[src/rtl/gpio_pin_arbiter.sv]
// Round-robin owner arbitration for a shared GPIO pin bus, with minimum hold and a one-cycle gap.
// Optional owner preemption after MAX_HOLD cycles is built when GPIO_PIN_ARB_TIMEOUT_EN is defined.
module gpio_pin_arbiter #(
  parameter int unsigned      NUM_REQ    = 4,
  parameter int unsigned      WIDTH      = 8,
  parameter int unsigned      MIN_HOLD   = 4,
  parameter logic [WIDTH-1:0] IDLE_VALUE = '0,
  parameter int unsigned      MAX_HOLD   = 64
) (
  input  logic                     clk,
  input  logic                     rst,
  input  logic [NUM_REQ-1:0]       req,
  input  logic [NUM_REQ*WIDTH-1:0] req_data,
  output logic [NUM_REQ-1:0]       gnt,
  output logic [WIDTH-1:0]         gpio_pin,
  output logic                     busy
);

  localparam int unsigned     IdxW    = (NUM_REQ > 1) ? $clog2(NUM_REQ) : 1;
  localparam int unsigned     HoldW   = $clog2(MIN_HOLD + 1);
  localparam logic [IdxW-1:0] PtrRst  = IdxW'(NUM_REQ - 1);
  localparam logic [HoldW-1:0] HoldMax = HoldW'(MIN_HOLD);

  typedef enum logic [1:0] {StIdle, StOwn, StGap} state_e;

  state_e             r_state, w_state_d;
  logic [IdxW-1:0]    r_owner, w_owner_d;
  logic [IdxW-1:0]    r_rr_ptr, w_rr_ptr_d;
  logic [HoldW-1:0]   r_hold_cnt, w_hold_cnt_d;
  logic [NUM_REQ-1:0] r_gnt, w_gnt_d;
  logic [WIDTH-1:0]   r_pin, w_pin_d;

  logic [WIDTH-1:0]   w_data [NUM_REQ];
  logic               w_win_valid;
  logic [IdxW-1:0]    w_win_idx;
  logic [IdxW-1:0]    w_cand;
  logic               w_preempt;

  for (genvar g = 0; g < NUM_REQ; g++) begin : gen_unpack
    assign w_data[g] = req_data[g*WIDTH +: WIDTH];
  end

  // First set request strictly after the pointer, wrapping; the pointer itself is checked last.
  always_comb begin
    w_win_valid = 1'b0;
    w_win_idx   = '0;
    w_cand      = '0;
    for (int unsigned k = 1; k <= NUM_REQ; k++) begin
      w_cand = IdxW'((32'(r_rr_ptr) + k) % NUM_REQ);
      if (!w_win_valid && req[w_cand]) begin
        w_win_valid = 1'b1;
        w_win_idx   = w_cand;
      end
    end
  end

`ifdef GPIO_PIN_ARB_TIMEOUT_EN
  localparam int unsigned      GrantW   = $clog2(MAX_HOLD + 1);
  localparam logic [GrantW-1:0] GrantMax = GrantW'(MAX_HOLD);

  logic [GrantW-1:0] r_grant_cnt, w_grant_cnt_d;
  logic              w_others;

  // r_gnt is the owner's one-hot while in StOwn, so this masks the owner out.
  assign w_others  = |(req & ~r_gnt);
  assign w_preempt = (r_state == StOwn) && (r_grant_cnt >= GrantMax) && w_others;

  always_comb begin
    w_grant_cnt_d = '0;
    if (w_state_d == StOwn) begin
      if (r_state != StOwn) begin
        w_grant_cnt_d = GrantW'(1);
      end else if (r_grant_cnt < GrantMax) begin
        w_grant_cnt_d = r_grant_cnt + GrantW'(1);
      end else begin
        w_grant_cnt_d = r_grant_cnt;
      end
    end
  end

  always_ff @(posedge clk or posedge rst) begin
    if (rst) begin
      r_grant_cnt <= '0;
    end else begin
      r_grant_cnt <= w_grant_cnt_d;
    end
  end
`else
  assign w_preempt = 1'b0;
`endif

  always_comb begin
    w_state_d    = r_state;
    w_owner_d    = r_owner;
    w_rr_ptr_d   = r_rr_ptr;
    w_hold_cnt_d = r_hold_cnt;
    w_gnt_d      = r_gnt;
    w_pin_d      = r_pin;
    unique case (r_state)
      StIdle, StGap: begin
        if (w_win_valid) begin
          w_state_d    = StOwn;
          w_owner_d    = w_win_idx;
          w_rr_ptr_d   = w_win_idx;
          w_hold_cnt_d = HoldW'(1);
          w_gnt_d      = NUM_REQ'(1) << w_win_idx;
          w_pin_d      = w_data[w_win_idx];
        end else begin
          w_state_d    = StIdle;
          w_hold_cnt_d = '0;
          w_gnt_d      = '0;
          w_pin_d      = IDLE_VALUE;
        end
      end
      StOwn: begin
        if (w_preempt || (!req[r_owner] && (r_hold_cnt >= HoldMax))) begin
          w_state_d    = StGap;
          w_hold_cnt_d = '0;
          w_gnt_d      = '0;
          w_pin_d      = IDLE_VALUE;
        end else begin
          // A dropped request inside the hold window keeps the last pin value.
          if (req[r_owner]) begin
            w_pin_d = w_data[r_owner];
          end
          if (r_hold_cnt < HoldMax) begin
            w_hold_cnt_d = r_hold_cnt + HoldW'(1);
          end
        end
      end
      default: begin
        w_state_d = StIdle;
        w_gnt_d   = '0;
        w_pin_d   = IDLE_VALUE;
      end
    endcase
  end

  always_ff @(posedge clk or posedge rst) begin
    if (rst) begin
      r_state    <= StIdle;
      r_owner    <= '0;
      r_rr_ptr   <= PtrRst;
      r_hold_cnt <= '0;
      r_gnt      <= '0;
      r_pin      <= IDLE_VALUE;
    end else begin
      r_state    <= w_state_d;
      r_owner    <= w_owner_d;
      r_rr_ptr   <= w_rr_ptr_d;
      r_hold_cnt <= w_hold_cnt_d;
      r_gnt      <= w_gnt_d;
      r_pin      <= w_pin_d;
    end
  end

  assign gnt      = r_gnt;
  assign gpio_pin = r_pin;
  assign busy     = (r_state != StIdle);

endmodule
[config.mk]
export PLATFORM = sky130hd
export DESIGN_NAME = gpio_pin_arbiter
export DESIGN_NICKNAME = d
export VERILOG_FILES = /design/src/rtl/gpio_pin_arbiter.sv
export SDC_FILE = /design/constraint.sdc
export NUM_CORES = 1
export LEC_CHECK = 0
export CAP_MARGIN = 20
export CORE_MARGIN = 2
export CORE_UTILIZATION = 37
export CTS_BUF_LIST = sky130_fd_sc_hd__clkbuf_8
export DETAILED_ROUTE_END_ITERATION = 7
export PLACE_DENSITY = 0.73
export SKIP_LAST_GASP = 1
export SLEW_MARGIN = 15
export SYNTH_ARGS = -nofsm -noshare
export SYNTH_HDL_FRONTEND = slang
export SYNTH_SLANG_ARGS = --single-unit
[constraint.sdc]
create_clock -name clk -period 4.37 [get_ports clk]
set_input_delay 0.874 -clock clk [delete_from_list [all_inputs] [get_ports clk]]
set_output_delay 0.874 -clock clk [all_outputs]
set_load 0.005 [all_outputs]
==> results of run 1 <==
[where the power goes]
| group | switching, uW | leakage, uW | internal, uW |
|---|---|---|---|
| Clock | 63.9 | 0.0000269 | 62.6 |
| Sequential | 110 | 0.000259 | 288 |
| Combinational | 305 | 0.000528 | 362 |
[sequential cells by signal, summed over array words and instances (netlist names)]
signal and flops:
r_hold_cnt 3, gnt 4, r_rr_ptr 2, gpio_pin 8
r_state 2, r_owner 2
[cells in the mapped netlist, types with 3 or more instances]
cell type | number | area [um2]
inv_1 | 6 | 22.5
nor2b_1 | 4 | 25.0
nor2_1 | 5 | 18.8
nor3_1 | 13 | 65.1
clkbuf_1 | 4 | 15.0
nor3b_1 | 7 | 52.6
o21ai_0 | 8 | 40.0
buf_2 | 3 | 15.0
o32ai_1 | 6 | 52.6
mux2i_1 | 4 | 40.0
nor3b_2 | 3 | 37.5
nand2_1 | 14 | 52.6
buf_6 | 3 | 33.8
mux4_1 | 8 | 210
o221ai_1 | 9 | 78.8
a21oi_1 | 14 | 70.1
dfrtp_1 | 19 | 475
[critical path: cells and delay by family]
family / cells / cell delay (ps)
compound gates: 1 / 260
simple gates: 4 / 1260
buf+inv: 1 / 540
[path summary, 6_finish.rpt]
kind,to,start,cells after the start
setup / recovery,gpio_pin[0],req[3],6
hold / removal,gnt[1],gnt[1],2
setup reg to reg,gpio_pin[0],r_rr_ptr[0],5
hold reg to reg,gnt[1],gnt[1],2
max in group asynchronous,gpio_pin[0],rst,2
min in group asynchronous,gnt[0],rst,2
[kinds of logic (layout without fill, tap and decap cells)]
| group | count (synthesis) | count (layout) | share of synthesized area |
|---|---|---|---|
| compound gates | 44 | 44 | 0.195 |
| fa+ha+maj | 1 | 1 | 0.00828 |
| simple gates | 56 | 56 | 0.210 |
| flops | 21 | 21 | 0.350 |
| mux | 13 | 13 | 0.181 |
| buf+inv | 16 | 61 | 0.0572 |
[placed cells by master, fill, tap and decap left out, types with 4 or more instances in the layout]
master and count:
inv_1 7, nor2_1 5, mux4_1 8, nor2b_1 4, dfrtp_1 19, nor3_1 13, nand2_1 14, o32ai_1 6
o221ai_1 9, mux2i_1 4, a21oi_1 14, o21ai_0 8, nor3b_1 7, clkdlybuf4s50_1 50
[routing by layer]
| layer | vias up | GRT usage |
|---|---|---|
| li1 | 684 | - |
| met1 | 665 | 0.250 |
| met2 | 42 | 0.321 |
| met3 | 4 | 0.0230 |
| met4 | 0 | 0.0450 |
| met5 | - | 0 |
[stage by stage]
stage,total power (uW),cell area [um2],hold WS [ps],worst slack [ps],utilization
floorplan,854,1510,473,2350,-
global placement,1060,2020,481,1390,0.508
detailed placement,1070,2020,483,1300,0.508
CTS,1200,2060,500,1590,0.519
global route,1300,2060,553,1380,0.519
finish,1190,2060,499,1610,0.519
[final cells by class]
type	instances	area, um2
timing repair buffer	51	508
sequential	21	528
fill	383	1910
inverter	6	22.5
clock buffer	3	41.3
multi-input combinational	114	896
tap	50	62.6
clock inverter	1	3.75
==> impl_metrics.json, run 1 <==
{
  "hold_viol_final": 0,
  "initial_utilization": 0.380,
  "drt-met1-wl_um": 1870,
  "crit_chain": "clkdlybuf4s50_1 > nor2b_1 > nor3b_1 > nor3_2 > nand2_1 > o221ai_1",
  "cts_tree": "yes",
  "insertion_delay_ps": 260,
  "grt_usage": 0.186,
  "met2_length_um": 1830,
  "drtIter0Drc": 63,
  "min_period_ps": 2760,
  "yosysSeqAreaShare": 0.350,
  "synth_flop_cell": "dfrtp_1",
  "timing.slew.headroom": 0.452,
  "syn_inst": 151,
  "antenna_found_initial": 0,
  "die_w_um": 67.9,
  "num_vias": 1395,
  "io_pins": 51,
  "critPathSlowestCell": "nor3_2",
  "critical_path_class": "in -> reg",
  "synth_area_um2": 1510,
  "antenna_cells": 0,
  "drv_slew": 0,
  "worstMarginPinSlew_ps": 821,
  "power_density_nw_per_um2": 578,
  "gr-total-overflow": 0,
  "stdcell_count": 246,
  "crit_path_max_incr_delay_ps": 660,
  "viasPerCell": 5.67,
  "drc": 0,
  "cts_made_buffers": 3,
  "area_growth_pct": 36.5,
  "routed_wl_um": 3940,
  "total_leakage_power_uw": 0.000814,
  "port_buffers": 50,
  "top_layer_used": "met4",
  "clock-sinks": 21,
  "cp-start-kind": "input port",
  "drive_gt1_frac": 0.0612,
  "finalCritPeriodShare": 0.631,
  "rsz0062_at_grt": "no",
  "hold_class": "reg -> reg",
  "cts_resized": 0,
  "end_kind": "flip-flop",
  "grt_max_degree": 22,
  "nets": 236,
  "cp_max_fo": 14,
  "hold_buffers": 0,
  "firstDrtPassIters": 4,
  "met3_length_um": 220,
  "r2r_slack_ps": 2230,
  "finalSetupTns_ps": 0,
  "wl_per_cell_um": 16.0,
  "required_ps": 4540,
  "setup_viol": 0,
  "synth-seq-cells": 21,
  "grt_pass1_vias": 1340,
  "fin_skew_ps": 1.26,
  "die-area_um2": 4610,
  "fp.dieH_um": 67.9,
  "ir_worst_vdd_uv": 196,
  "rows": 23,
  "ys_types": 34,
  "synth_edf_count": 0,
  "synth-async-reset-ratio": 1.00,
  "dpl.hpwl_um": 2870,
  "path_clk_slew_ps": 80,
  "core_area_um2": 3970,
  "cts-htree-levels": 1,
  "timing.fmax_mhz": 363,
  "grt_pass1_wl_um": 6440,
  "yosysWarnings": 0,
  "status": "finished clean",
  "syn_area_per_cell_um2": 10.0,
  "max-clock-path-buffers": 2,
  "postRouteAntennaNets": 0,
  "maxCapViolations": 0,
  "postCtsSetupBuffers": 0,
  "cp.arrival_ps": 2930,
  "dp_cells": 242,
  "synth_nets": 190,
  "clock-root-buffer": "clkbuf_8",
  "gp_congestion": 0.905
}
Power figures use the tool's default switching activity.
==> run 2, diff against run 1 <==
--- a/config.mk
+++ b/config.mk
@@ -10,7 +10,7 @@
 export CORE_UTILIZATION = 37
 export CTS_BUF_LIST = sky130_fd_sc_hd__clkbuf_8
 export DETAILED_ROUTE_END_ITERATION = 7
-export PLACE_DENSITY = 0.73
+export PLACE_DENSITY = 0.76
 export SKIP_LAST_GASP = 1
 export SLEW_MARGIN = 15
 export SYNTH_ARGS = -nofsm -noshare
==> constraint.sdc (replaced) <==
create_clock -name clk -period 2.5 [get_ports clk]
set_input_delay 0.5 -clock clk [delete_from_list [all_inputs] [get_ports clk]]
set_output_delay 0.5 -clock clk [all_outputs]
set_load 0.005 [all_outputs]
==> run 2 against run 1 <==
  * Setup slack got worse by 1200 ps
  * Register-to-register slack worse by 1500 ps
  * First-iteration DRC count decreased by 4.8%
  * Worst hold slack got worse by 1.9 ps
  * Routed wire length grew 2.2%
  * Clock-buffer cell count unchanged
  * Critical path depth stayed put
  * Combinational power rose by 90%
  * Largest cell class unchanged
==> impl_metrics.json, run 2 (synthesized netlist as in run 1, its figures left out) <==
{
  "maxCapViolations": 0,
  "cp.arrival_ps": 2290,
  "die-area_um2": 4610,
  "grt_pass1_wl_um": 6350,
  "viasPerCell": 5.72,
  "cts_resized": 0,
  "drc": 0,
  "crit_buf_inv": 1,
  "path_delay_family": "multiplexers",
  "insertion_delay_ps": 270,
  "end_kind": "flip-flop",
  "postRouteAntennaNets": 0,
  "setup_viol": 0,
  "fin_skew_ps": 4.03,
  "gp_congestion": 0.770,
  "max-clock-path-buffers": 2,
  "largest_reg_flops": 8,
  "drtIter0Drc": 60,
  "firstDrtPassIters": 4,
  "rows": 23,
  "die_w_um": 67.9,
  "multi_input_area_um2": 896,
  "status": "finished clean",
  "total_leakage_power_uw": 0.000842,
  "core_area_um2": 3970,
  "hold_class": "reg -> reg",
  "cts_made_buffers": 3,
  "crit_path_max_incr_delay_ps": 700,
  "fillers": 379,
  "cts-htree-levels": 1,
  "rsz0062_at_grt": "no",
  "finalCritPeriodShare": 0.842,
  "routed_wl_um": 4030,
  "fp.dieH_um": 67.9,
  "initial_utilization": 0.380,
  "grt_usage": 0.188,
  "worstMarginPinSlew_ps": 528,
  "port_buffers": 50,
  "grt_pass1_vias": 1370,
  "dpl.hpwl_um": 3020,
  "drv_slew": 0,
  "clock-root-buffer": "clkbuf_8",
  "area_growth_pct": 39.6,
  "gr-total-overflow": 0,
  "hold_viol_final": 0,
  "final_common_cell": "clkdlybuf4s50_1",
  "wl_per_cell_um": 16.0,
  "ir_worst_vdd_uv": 443,
  "cts_tree": "yes",
  "num_vias": 1441,
  "postCtsSetupBuffers": 0,
  "nets": 242,
  "antenna_found_initial": 0,
  "finalSetupTns_ps": 0,
  "timing.slew.headroom": 0.648,
  "cp-start-kind": "input port",
  "grt_max_degree": 22,
  "path_clk_slew_ps": 80,
  "cp_max_fo": 19,
  "seqCellArea_um2": 528,
  "timing.fmax_mhz": 475,
  "io_pins": 51,
  "antenna_cells": 0,
  "power_density_nw_per_um2": 1030,
  "min_period_ps": 2110,
  "crit_chain": "clkdlybuf4s50_1 > mux4_2 > nor3b_1 > a21oi_1 > or2_0 > o221ai_1",
  "fin_area_um2": 2110,
  "clock-sinks": 21,
  "place_area_um2": 2060,
  "critical_path_class": "in -> reg",
  "critPathSlowestCell": "mux4_2",
  "hold_buffers": 0,
  "drive_gt1_frac": 0.0941,
  "required_ps": 2690,
  "final_cell_mix": "clkdlybuf4s50_1 (50), dfrtp_1 (19), nand2_1 (14), a21oi_1 (14), nor3_1 (13)"
}
[run 2: cell types whose count changed in the layout (fill, tap and decap cells not counted)]
| cell | previous run | this run |
|---|---|---|
| clkinv_2 | 0 | 1 |
| inv_1 | 7 | 6 |
| buf_4 | 1 | 7 |
[run 2: per-stage QoR]
step | setup slack, ps | power (uW) | utilization | hold WS (ps) | instances
floorplan | 790 | 1490 | - | 473 | 151
global placement | 179 | 1920 | 0.519 | 484 | 248
detailed placement | 109 | 1940 | 0.519 | 487 | 248
CTS | 382 | 2180 | 0.531 | 504 | 252
global route | 281 | 2350 | 0.531 | 534 | 252
finish | 394 | 2170 | 0.531 | 497 | 252
[run 2: report_power, final]
group | switching, uW | total (uW) | leakage (uW) | internal [uW]
Sequential | 154 | 659 | 0.000259 | 505
Combinational | 595 | 1270 | 0.000557 | 680
Clock | 121 | 233 | 0.0000255 | 112
[run 2: metal layers]
| layer | global-route usage | up-vias | part of all wire |
|---|---|---|---|
| li1 | - | 690 | - |
| met1 | 0.233 | 694 | 0.44 |
| met2 | 0.330 | 52 | 0.48 |
| met3 | 0.0280 | 5 | 0.064 |
| met4 | 0.0750 | 0 | 0.016 |
| met5 | 0 | - | 0 |
[run 2: worst reg2reg max path, stage by stage, from the launching register on]
cell and delay, ps:
dfstp_2 560, and2b_1 200, a21oi_1 170, o211a_1 390, nor3_1 80, o32ai_1 280
[run 2: area by class of cell]
| cell class | instances | share of cell area |
|---|---|---|
| clock buffer | 3 | 0.0196 |
| clock inverter | 1 | 0.00237 |
| inverter | 6 | 0.0107 |
| multi-input combinational | 114 | 0.425 |
| sequential | 21 | 0.250 |
| tap | 50 | 0.0297 |
| timing repair buffer | 57 | 0.262 |
[run 2: path summary, 6_finish.rpt]
check                             from     endpoint  slack, ps  cells after the start
max                             req[1]  gpio_pin[0]        390                      6
min                             gnt[2]       gnt[2]        500                      2
max reg2reg                r_rr_ptr[0]  gpio_pin[7]        720                      5
min reg2reg                     gnt[2]       gnt[2]        500                      2
max in group asynchronous          rst  r_rr_ptr[1]       1680                      3
min in group asynchronous          rst       gnt[2]        550                      3
==> run 3, diff against run 2 <==
==> constraint.sdc (replaced) <==
create_clock -name clk -period 1.7 [get_ports clk]
set_input_delay 0.34 -clock clk [delete_from_list [all_inputs] [get_ports clk]]
set_output_delay 0.34 -clock clk [all_outputs]
set_load 0.005 [all_outputs]
==> run 3 against run 2 <==
  * The flow now finishes with violations (negative setup slack)
  * Worst hold slack worse by 95 ps
  * Utilization up 5.9 points
  * Combinational power up 84%
  * Setup slack worse by 420 ps
  * Global-route usage up 1.2 points
  * Routed wire length up 6.5%
  * Final cell count up 6.3%
  * First-iteration DRC count up 120%
  * Register-to-register slack worse by 750 ps
  * Highest routed layer unchanged
==> impl_metrics.json, run 3 (synthesized netlist as in run 1, its figures left out) <==
{
  "status": "finished with violations",
  "violations": "negative setup slack",
  "path_clk_slew_ps": 80,
  "cts-htree-levels": 1,
  "setup_viol": 6,
  "power_density_nw_per_um2": 1540,
  "wl_per_cell_um": 16.0,
  "critical_path_class": "reg -> reg",
  "clock-root-buffer": "clkbuf_8",
  "fillers": 357,
  "antenna_cells": 0,
  "grt_max_degree": 22,
  "max-clock-path-buffers": 2,
  "timing.slew.headroom": 0.624,
  "clock-sinks": 21,
  "io_pins": 51,
  "reg2reg_depth": 7,
  "worstMarginPinSlew_ps": 565,
  "p_switching_uw": 1400,
  "timing.hold.ws_ps": 402,
  "die-area_um2": 4610,
  "fin_ws_ps": -26.5,
  "insertion_delay_ps": 260,
  "port_buffers": 50,
  "ir_worst_vdd_uv": 789,
  "die_w_um": 67.9,
  "p_clk_frac": 0.090,
  "core_area_um2": 3970,
  "gr-total-overflow": 0,
  "r2r_start": "r_rr_ptr[0]",
  "cts_tree": "yes",
  "rows": 23,
  "required_ps": 1870,
  "seqCellArea_um2": 529,
  "grt_pass1_wl_um": 6920,
  "fp.dieH_um": 67.9,
  "cp-start-kind": "flip-flop",
  "grt_usage": 0.201,
  "place_area_um2": 2200,
  "rsz0062_at_grt": "yes",
  "p_comb_frac": 0.648,
  "gp_congestion": 0.899,
  "hold_viol_final": 0,
  "total_leakage_power_uw": 0.000964,
  "fin_skew_ps": 8.08,
  "hold_class": "in -> async",
  "maxCapViolations": 0,
  "fin_area_um2": 2340,
  "area_growth_pct": 55.1,
  "drtIter0Drc": 134,
  "dpl.hpwl_um": 3230,
  "cp_max_fo": 8,
  "multi_input_area_um2": 980,
  "final_cell_mix": "clkdlybuf4s50_1 (45), dfrtp_1 (18), buf_4 (18)",
  "cts_made_buffers": 3,
  "initial_utilization": 0.380,
  "grt_pass1_vias": 1521,
  "min_period_ps": 1730,
  "routed_wl_um": 4290,
  "antenna_found_initial": 0,
  "firstDrtPassIters": 5,
  "timing.fmax_mhz": 579,
  "largest_reg_flops": 8,
  "reg2reg_to": "gpio_pin[5]",
  "finalCritPeriodShare": 1.02,
  "drive_gt1_frac": 0.234,
  "cp.arrival_ps": 1890,
  "drc": 0,
  "hold_buffers": 0,
  "intPower_uw": 2200,
  "r2r_slack_ps": -30,
  "final_common_cell": "clkdlybuf4s50_1",
  "dp_cells": 263,
  "postRouteAntennaNets": 0,
  "stdcell_count": 268,
  "drv_slew": 0,
  "swShare": 0.389,
  "viasPerCell": 5.66,
  "pwr-share-seq": 0.262,
  "end_kind": "flip-flop",
  "nets": 258,
  "num_vias": 1517
}
[run 3: cell types whose count changed in the layout (fill, tap and decap cells not counted), sizes merged]
cell / change
inv: +1
clkinv: -1
buf: +16
clkdlybuf4s50: -5
dlygate4sd2: +5
[run 3: timing repair]
action	CTS	global route
pin swaps	6	2
resized for setup	10	17
gates cloned	0	0
setup buffers	1	0
setup endpoints to repair	16	14
[run 3: per-layer routing]
metal | up-vias | global-route usage | wire length [um]
li1 | 722 | - | -
met1 | 730 | 0.255 | 1850
met2 | 58 | 0.346 | 2080
met3 | 7 | 0.0378 | 303
met4 | 0 | 0.0650 | 48
met5 | - | 0 | 0
[run 3: stage by stage]
stage	total power (uW)	setup WS, ps	TNS (ps)	utilization
6_report	3610	-26.5	-92.7	0.590
5_1_grt	3890	-157	-1310	0.590
4_1_cts	3480	-31.8	-92.5	0.571
3_5_place_dp	3110	-374	-6250	0.554
3_3_place_gp	3090	-368	-5720	0.554
2_1_floorplan	2200	28.5	0	-
[run 3: worst max-delay path, stage by stage, from the launching register on]
cell and delay, ps:
dfstp_2 530, and2b_2 240, buf_6 120, nor2b_4 120
nor3_4 140, buf_6 170, nor3_2 50, o32ai_1 270
[run 3: cell type report]
cell class | count | share of cell area
inverter | 6 | 0.00962
timing repair buffer | 73 | 0.300
clock inverter | 1 | 0.00160
clock buffer | 3 | 0.0176
multi-input combinational | 114 | 0.418
tap | 50 | 0.0267
sequential | 21 | 0.226
[run 3: worst max path at each step]
stage	from	end	depth (start not counted)
2_1_floorplan	r_rr_ptr[1]	gpio_pin[2]	6
3_3_place_gp	req[3]	gpio_pin[4]	8
3_5_place_dp	req[0]	gpio_pin[5]	6
4_1_cts	r_rr_ptr[0]	gpio_pin[5]	7
5_1_grt	r_rr_ptr[0]	gpio_pin[6]	6
6_report	r_rr_ptr[0]	gpio_pin[5]	7
[run 3: power groups by stage]
stage	registers [uW]	logic, uW	clock network (uW)
after detailed placement	939	2170	0
after CTS	928	2230	330
final	946	2340	323
after global placement	939	2150	0
after floorplan	853	1350	0
after global routing	979	2560	349
